--- config.mk ---
export PLATFORM = sky130hd
export DESIGN_NAME = hms_digit_entry
export DESIGN_NICKNAME = d
export VERILOG_FILES = /design/src/rtl/hms_digit_entry.sv
export SDC_FILE = /design/constraint.sdc
export NUM_CORES = 1
export LEC_CHECK = 0
export BUFFER_PORTS_ARGS = -buffer_cell sky130_fd_sc_hd__buf_4
export CAP_MARGIN = 15
export CELL_PAD_IN_SITES_DETAIL_PLACEMENT = 1
export CELL_PAD_IN_SITES_GLOBAL_PLACEMENT = 1
export CORE_UTILIZATION = 41
export DETAILED_ROUTE_END_ITERATION = 8
export PLACE_DENSITY = 0.8
export SLEW_MARGIN = 20
export SYNTH_ARGS = -nofsm -noshare
export SYNTH_HDL_FRONTEND = slang
export SYNTH_SLANG_ARGS = --single-unit
--- constraint.sdc ---
create_clock -name clk -period 2.4 [get_ports clk]
set_clock_uncertainty 0.1 [all_clocks]
set_input_delay 0.48 -clock clk [delete_from_list [all_inputs] [get_ports clk]]
set_output_delay 0.48 -clock clk [all_outputs]
set_load 0.01 [all_outputs]
--- src/rtl/hms_digit_entry.sv ---
// Digit-by-digit HH:MM:SS editor: captures live time, splits it into BCD digits, edits, repacks and loads.
// Optional build macro HMS_ENTRY_TIMEOUT_EN adds an EDIT inactivity timeout of TIMEOUT cycles.
module hms_digit_entry #(
   parameter int TIMEOUT = 500_000_000
) (
   input  logic       clk,
   input  logic       reset_n,
   input  logic       start,
   input  logic       next,
   input  logic       inc,
   input  logic       dec,
   input  logic       cancel,
   input  logic [5:0] cur_hours,
   input  logic [5:0] cur_mins,
   input  logic [5:0] cur_secs,
   output logic [5:0] hours,
   output logic [5:0] mins,
   output logic [5:0] secs,
   output logic       load,
   output logic       editing,
   output logic       busy,
   output logic [2:0] cursor
);

   typedef enum logic [2:0] {
      IDLE    = 3'd0,
      CAPTURE = 3'd1,
      CONV    = 3'd2,
      EDIT    = 3'd3,
      PACK    = 3'd4,
      COMMIT  = 3'd5
   } state_t;

   state_t state, state_next;

   logic [5:0] work_h, work_m, work_s;
   logic [3:0] hr_t, hr_u, mn_t, mn_u, sc_t, sc_u;
   logic [3:0] hr_t_n, hr_u_n, mn_t_n, mn_u_n, sc_t_n, sc_u_n;
   logic       conv_done;
   logic       timeout_hit;
   logic       abort;

   // Wraps in both directions; values above max (only reachable from bad input) wrap up to 0
   function automatic logic [3:0] step_digit(input logic [3:0] v, input logic [3:0] max,
                                             input logic up);
      if (up) step_digit = (v >= max) ? 4'd0 : v + 4'd1;
      else    step_digit = (v == 4'd0) ? max : v - 4'd1;
   endfunction

   function automatic logic [5:0] pack_digits(input logic [3:0] t, input logic [3:0] u);
      logic [5:0] t6;
      t6 = {2'b00, t};
      pack_digits = (t6 << 3) + (t6 << 1) + {2'b00, u};
   endfunction

`ifdef HMS_ENTRY_TIMEOUT_EN
   localparam int CW = $clog2(TIMEOUT + 1);
   localparam logic [CW-1:0] TO_LAST = CW'(TIMEOUT - 1);

   logic [CW-1:0] idle_cnt;
   logic          activity;

   assign activity    = start | next | inc | dec | cancel;
   assign timeout_hit = (state == EDIT) && !activity && (idle_cnt == TO_LAST);

   always_ff @(posedge clk or negedge reset_n) begin
      if (!reset_n)                           idle_cnt <= '0;
      else if (state != EDIT || activity)     idle_cnt <= '0;
      else                                    idle_cnt <= idle_cnt + 1'b1;
   end
`else
   logic unused_timeout;
   assign unused_timeout = (TIMEOUT > 0);
   assign timeout_hit    = 1'b0;
`endif

   assign abort     = cancel | timeout_hit;
   assign conv_done = (work_h < 6'd10) && (work_m < 6'd10) && (work_s < 6'd10);

   assign editing = (state == EDIT);
   assign busy    = (state == CAPTURE) || (state == CONV) || (state == PACK);
   assign load    = (state == COMMIT);

   always_ff @(posedge clk or negedge reset_n) begin
      if (!reset_n) state <= IDLE;
      else          state <= state_next;
   end

   always_comb begin
      state_next = IDLE;
      case (state)
         IDLE:    state_next = start ? CAPTURE : IDLE;
         CAPTURE: state_next = abort ? IDLE : CONV;
         CONV:    state_next = abort ? IDLE : (conv_done ? EDIT : CONV);
         EDIT: begin
            if (abort)                          state_next = IDLE;
            else if (next && cursor == 3'd0)    state_next = PACK;
            else                                state_next = EDIT;
         end
         PACK:    state_next = abort ? IDLE : COMMIT;
         COMMIT:  state_next = IDLE;
         default: state_next = IDLE;
      endcase
   end

   // Edited digit values; the hours-units clamp follows any change that lands tens on 2
   always_comb begin
      hr_t_n = hr_t;
      hr_u_n = hr_u;
      mn_t_n = mn_t;
      mn_u_n = mn_u;
      sc_t_n = sc_t;
      sc_u_n = sc_u;
      if (state == EDIT && !abort && (inc ^ dec)) begin
         case (cursor)
            3'd5: hr_t_n = step_digit(hr_t, 4'd2, inc);
            3'd4: hr_u_n = step_digit(hr_u, (hr_t == 4'd2) ? 4'd3 : 4'd9, inc);
            3'd3: mn_t_n = step_digit(mn_t, 4'd5, inc);
            3'd2: mn_u_n = step_digit(mn_u, 4'd9, inc);
            3'd1: sc_t_n = step_digit(sc_t, 4'd5, inc);
            3'd0: sc_u_n = step_digit(sc_u, 4'd9, inc);
            default: ;
         endcase
      end
      if (hr_t_n == 4'd2 && hr_u_n > 4'd3) hr_u_n = 4'd3;
   end

   // Datapath: capture, repeated-subtraction split into digits, editing and repacking
   always_ff @(posedge clk or negedge reset_n) begin
      if (!reset_n) begin
         work_h <= '0;
         work_m <= '0;
         work_s <= '0;
         hr_t   <= '0;
         hr_u   <= '0;
         mn_t   <= '0;
         mn_u   <= '0;
         sc_t   <= '0;
         sc_u   <= '0;
         cursor <= '0;
         hours  <= '0;
         mins   <= '0;
         secs   <= '0;
      end else begin
         case (state)
            IDLE: begin
               if (start) begin
                  work_h <= cur_hours;
                  work_m <= cur_mins;
                  work_s <= cur_secs;
                  hr_t   <= '0;
                  mn_t   <= '0;
                  sc_t   <= '0;
               end
            end
            CONV: begin
               if (!abort) begin
                  if (conv_done) begin
                     hr_u   <= work_h[3:0];
                     mn_u   <= work_m[3:0];
                     sc_u   <= work_s[3:0];
                     cursor <= 3'd5;
                  end else begin
                     if (work_h >= 6'd10) begin
                        work_h <= work_h - 6'd10;
                        hr_t   <= hr_t + 4'd1;
                     end
                     if (work_m >= 6'd10) begin
                        work_m <= work_m - 6'd10;
                        mn_t   <= mn_t + 4'd1;
                     end
                     if (work_s >= 6'd10) begin
                        work_s <= work_s - 6'd10;
                        sc_t   <= sc_t + 4'd1;
                     end
                  end
               end
            end
            EDIT: begin
               hr_t <= hr_t_n;
               hr_u <= hr_u_n;
               mn_t <= mn_t_n;
               mn_u <= mn_u_n;
               sc_t <= sc_t_n;
               sc_u <= sc_u_n;
               if (!abort && next && cursor != 3'd0) cursor <= cursor - 3'd1;
            end
            PACK: begin
               if (!abort) begin
                  hours <= pack_digits(hr_t, hr_u);
                  mins  <= pack_digits(mn_t, mn_u);
                  secs  <= pack_digits(sc_t, sc_u);
               end
            end
            default: ;
         endcase
      end
   end

endmodule
After elaboration in Yosys (flattened, before gate mapping)
Cells that the tools add are included.
W data, S select, Z words.
- $add $sub $neg: 22
- order comparisons: 13
- eq/ne operators: 25
- multiplexer cells: 81
- bitwise operators: 2
- reductions and logical operators: 34
- operators by type and width (cell ; number):
    $mux W4 ; 48
    $mux W6 ; 12
    $pmux W4 S3 ; 3
    $pmux W6 S2 ; 3
    $reduce_and A5 Y1 ; 6
    $add A4 B1 Y4 const B ; 6
    $logic_not A4 Y1 ; 6
    $pmux W4 S2 ; 3
    $sub A4 B1 Y4 const B ; 6
    $add A6 B4 Y6 ; 3
    $add A6 B5 Y6 ; 3
    $ge A6 B4 Y1 const B ; 3
    $lt A6 B4 Y1 const B ; 3
    $mux W3 ; 6
    $ne A2 B1 Y1 const B ; 9
    $sub A6 B4 Y6 const B ; 3
    $pmux W3 S5 ; 1
    $reduce_and A7 Y1 ; 2
    $eq A3 B2 Y1 const B ; 4
    $eq A3 B3 Y1 const B ; 4
    $eq A4 B2 Y1 const B ; 2
    $ge A4 B3 Y1 const B ; 2
    $ge A4 B4 Y1 const B ; 2
    $logic_and A1 B1 Y1 ; 8
    other kinds (19) ; 29
- register bits: 66
- input port bits: 25
- word-level logic and storage cells: 191

Depth between registers and ports, before layout
- depth in word-level cells: 11
- mapped depth: 10

Worst setup path after synthesis
OpenSTA, ideal clock, no wires.
- path kind: flip-flop to flip-flop
- start: register hr_t[0]
- end: register hr_u[2]
- setup time: 96 ps
- arrival: 2207 ps
- data required time: 2204 ps
- setup slack: -3 ps
- stages on the path, launching flop included: 11
- path buffers: 0
- period minus slack after synthesis: 2403 ps
- path through: dfrtp_1 -> inv_1 -> ha_1 -> nand2_1 -> ha_1 -> a211o_1 -> a21oi_1 -> a31oi_1 -> mux2_2 -> a2bb2oi_1 -> o31ai_1
- word-level cells in the longest chain between the ends: 11
- ends and longest elaborated chain (what ; line ; RTL):
    start: declaration ; 37 ; logic [3:0] hr_t, hr_u, mn_t, mn_u, sc_t, sc_u;
    start signal: assignment ; 166 ; hr_t <= hr_t + 4'd1;
    start signal: assignment ; 180 ; hr_t <= hr_t_n;
    $eq A4 B2 Y1 ; 117 ; 3'd4: hr_u_n = step_digit(hr_u, (hr_t == 4'd2) ? 4'd3 : 4'd9, inc);
    $mux W4 ; 117 ;
    $ge A4 B4 Y1 ; 46 ; if (up) step_digit = (v >= max) ? 4'd0 : v + 4'd1;
    $mux W4 (2 in series) ; 46 ;
    $mux W4 ; 115 ; case (cursor)
    $mux W4 ; 114 ; if (state == EDIT && !abort && (inc ^ dec)) begin
    $gt A4 B2 Y1 ; 125 ; if (hr_t_n == 4'd2 && hr_u_n > 4'd3) hr_u_n = 4'd3;
    $logic_and A1 B1 Y1 ; 125 ;
    $mux W4 * ; 125 ;
    $pmux W4 S2 * ; 145 ; case (state)
    end signal: assignment ; 159 ; hr_u <= work_h[3:0];
    end signal: assignment ; 181 ; hr_u <= hr_u_n;
    end: declaration ; 37 ;
Every way passes the cells marked *; elsewhere a longest branch is shown, timed or not.
A chain may end at the register's enable or synchronous reset.

Final worst setup path
- start: register hr_t[1]
- end: register hr_u[1]
Same word-level chain as after synthesis.

==> metrics.md <==
| Metric | Value |
|---|---|
| CP peak stage delay | `560 ps` |
| Warnings from Yosys | `0` |
| Gr usage total | `0.250` |
| Final Max Tran Viols | `0` |
| Post-Route WL | `15.0 mm` |
| Area delta synth->final | `23.0%` |
| Final worst path period need | `2300 ps` |
| Static leakage | `2.81 nW` |
| DIE AREA | `12900 um^2` |
| Total power | `7.10 mW` |
| Total gr overflow | `0` |
| CTS tree | `yes` |
| Setup-failing EPs final | `0` |
| Largest cells by area after synthesis | `dfrtp_1 (32%), ha_1 (11%), o21ai_0 (6.7%)` |
| Largest net degree at the start of global routing | `43` |
| Placed Area | `5910 um^2` |
| Cell count after synthesis | `592` |
| Port-buffer cells | `48` |
| Layout Nets | `743` |
| Row count | `40` |
| CTS Sinks | `66` |
| Mean Syn Cell Area | `8.60 um^2` |
| Layout cell share with drive strength beyond 1 | `0.232` |
| Yosys top cell by area | `dfrtp_1` |
| CP max stage cell | `or4_4` |
| Routed Antenna Nets | `0` |
| Total core area | `12100 um^2` |
| Design area | `6260 um^2` |
| Rel. slew slack | `0.511` |
| Worst path buffer plus inverter count | `1` |
| Post-Syn Area | `5090 um^2` |
| Post-synth EDFFs | `0` |
| Max Buffers Root-to-Sink | `2` |
| HP Class | `in2reg` |
| Post-DP HPWL | `11.2 mm` |
| Clk Tree Root Cell | `clkbuf_16` |
| Post-synthesis register bit count | `66` |
| Htree depth | `3` |
| Fin. Hold Viols | `0` |
| Status | `complete, no violations` |
| Iter 0 DRT Violations | `183` |
| Async SR Flop Fraction | `1.00` |
| Final WS setup | `98.6 ps` |
| Die H | `113 um` |
| Most frequent cells in the layout | `buf_4 (91), o21ai_0 (67), dfrtp_1 (66)` |
| Vias per cell | `5.66` |
| CP Max Fanout | `9` |
| Startpoint types | `flop` |
| Ant. Diodes | `0` |
| Post-route DRC | `0` |
| Dpl ws | `17.9 ps` |
| Crit path capture type | `flop` |
| Vias post-DR | `4754` |
| CTS clock-pin slew for the worst setup and hold paths | `50 ps` |
| Synth top area share | `0.324` |
| Syn Nets | `668` |
| Synth Flop Type | `dfrtp_1` |
| Starting density of the core | `0.422` |
| Post-DR wirelength/cell | `17.9 um` |
| I/O pin total | `49` |
| Clock Latency Late Sink | `340 ps` |
| # fillers | `1460` |
| WP data arrival | `2400 ps` |
| Pwr dens | `1130 nW/um^2` |
| Achievable Freq | `435 MHz` |
| Tcrit/Tclk final | `0.959` |
| CP Cell Sequence | `buf_6 > or4_4 > a221oi_1 > mux2_4 > nor4_4 > o311ai_2 > o211ai_1` |
| Post-CTS Setup Bufs | `0` |
| First-pass GRT wire length | `25.3 mm` |
| Register area share after synthesis | `0.324` |
| Worst Tran Pin Value | `733 ps` |
| CP delay by family, top | `compound AO/OA/AOI/OAI gates` |
| Total CTS buffers | `9` |
| Crit path kind | `reg2reg` |
| Peak VDD IR | `404 uV` |
| Routability cong. | `0.839` |
| Die width | `113 um` |
| Total of max-cap violations | `0` |
| Vias in the first global route | `5015` |
| Drt first pass iters | `4` |
| Initial antenna violation count | `0` |
| Crit path required time | `2500 ps` |
| Commonest non-fill, non-tap cell in the layout | `buf_4` |
| Core Util, Final | `0.519` |
| Synth unique cells | `65` |
-- synth_stat cells, types with 8 or more instances --
master and count:
a31oi_1 9, nor3_1 19, nand2b_1 10, xnor2_1 12
nor3b_1 9, o21ai_0 68, a21oi_1 54, dfrtp_1 66
nand2_1 37, o211ai_1 8, inv_1 33, mux2_2 21
ha_1 45, clkbuf_1 22, nor2_1 50, nand3_1 13
-- registers in the layout (all words and copies together) (netlist names), 6 cells and up --
signal	count
hours	6
mins	6
secs	6
work_h	6
work_m	6
work_s	6
-- per-stage QoR --
stage / setup TNS (ps) / hold slack (ps) / std cells
floorplan: 0 / 84.4 / 592
global placement: 0 / 317 / 823
detailed placement: 0 / 323 / 823
CTS: 0 / 286 / 840
global route: -9.30 / 286 / 840
finish: 0 / 289 / 840
-- path summary, 6_finish.rpt --
| kind | start | to | slack (ps) | cells after the start |
|---|---|---|---|---|
| min in group asynchronous | reset_n | hours[3]$_DFFE_PN0P_ | 500 | 2 |
| setup / recovery | hr_t[1]$_DFFE_PN0P_ | hr_u[1]$_DFFE_PN0P_ | 100 | 7 |
| max in group asynchronous | reset_n | mn_u[0]$_DFFE_PN0P_ | 1130 | 3 |
| hold reg to reg | work_m[2]$_DFFE_PN0P_ | work_m[2]$_DFFE_PN0P_ | 410 | 2 |
| setup reg to reg | hr_t[1]$_DFFE_PN0P_ | hr_u[1]$_DFFE_PN0P_ | 100 | 7 |
| hold / removal | cur_secs[0] | work_s[0]$_DFFE_PN0P_ | 290 | 2 |
-- logic make-up after synthesis --
logic type      count (synthesis)  synth area share
compound gates                192             0.228
simple gates                  178             0.180
flops                          66             0.324
buf+inv                        64            0.0489
fa+ha+maj                      51             0.134
mux                            27            0.0592
xor+xnor                       14            0.0256
-- metal layers --
layer | track usage | vias up | share of wire
met5 | 0 | - | 0
li1 | - | 2289 | -
met4 | 0.0816 | 0 | 0.014
met3 | 0.0351 | 19 | 0.028
met1 | 0.330 | 2366 | 0.47
met2 | 0.424 | 80 | 0.49
-- worst reg2reg max path, stage by stage, from the launching register on --
cell      delay [ps]
dfrtp_1          420
buf_6            170
or4_4            560
a221oi_1         360
mux2_4           240
nor4_4            50
o311ai_2         120
o211ai_1         150
-- cell type report --
cell class	count	area, um^2	share of cell area
clock inverters	3	15.0	0.00240
well taps	168	210	0.0336
clock buffers	13	250	0.0400
repair buffers	95	744	0.119
multi-input cells	462	3260	0.521
inverters	33	128	0.0204
flip-flops and latches	66	1650	0.264
-- where the power goes --
group          leakage (nW)  switching (mW)  internal [mW]  total, mW
Combinational          1.83            2.15           1.72       3.87
Sequential            0.841           0.482           1.52       2.00
Clock                 0.133           0.501          0.723       1.22
Total                  2.81            3.13           3.96       7.10
-- timing repair --
item                                   CTS  global route
gates resized for setup                  0            16
pin swaps                                1             8
setup endpoints to repair                1             6
hold buffers                             1             0
endpoints found under the hold margin   24             0
Note: power is estimated with default switching activity, not from simulation.
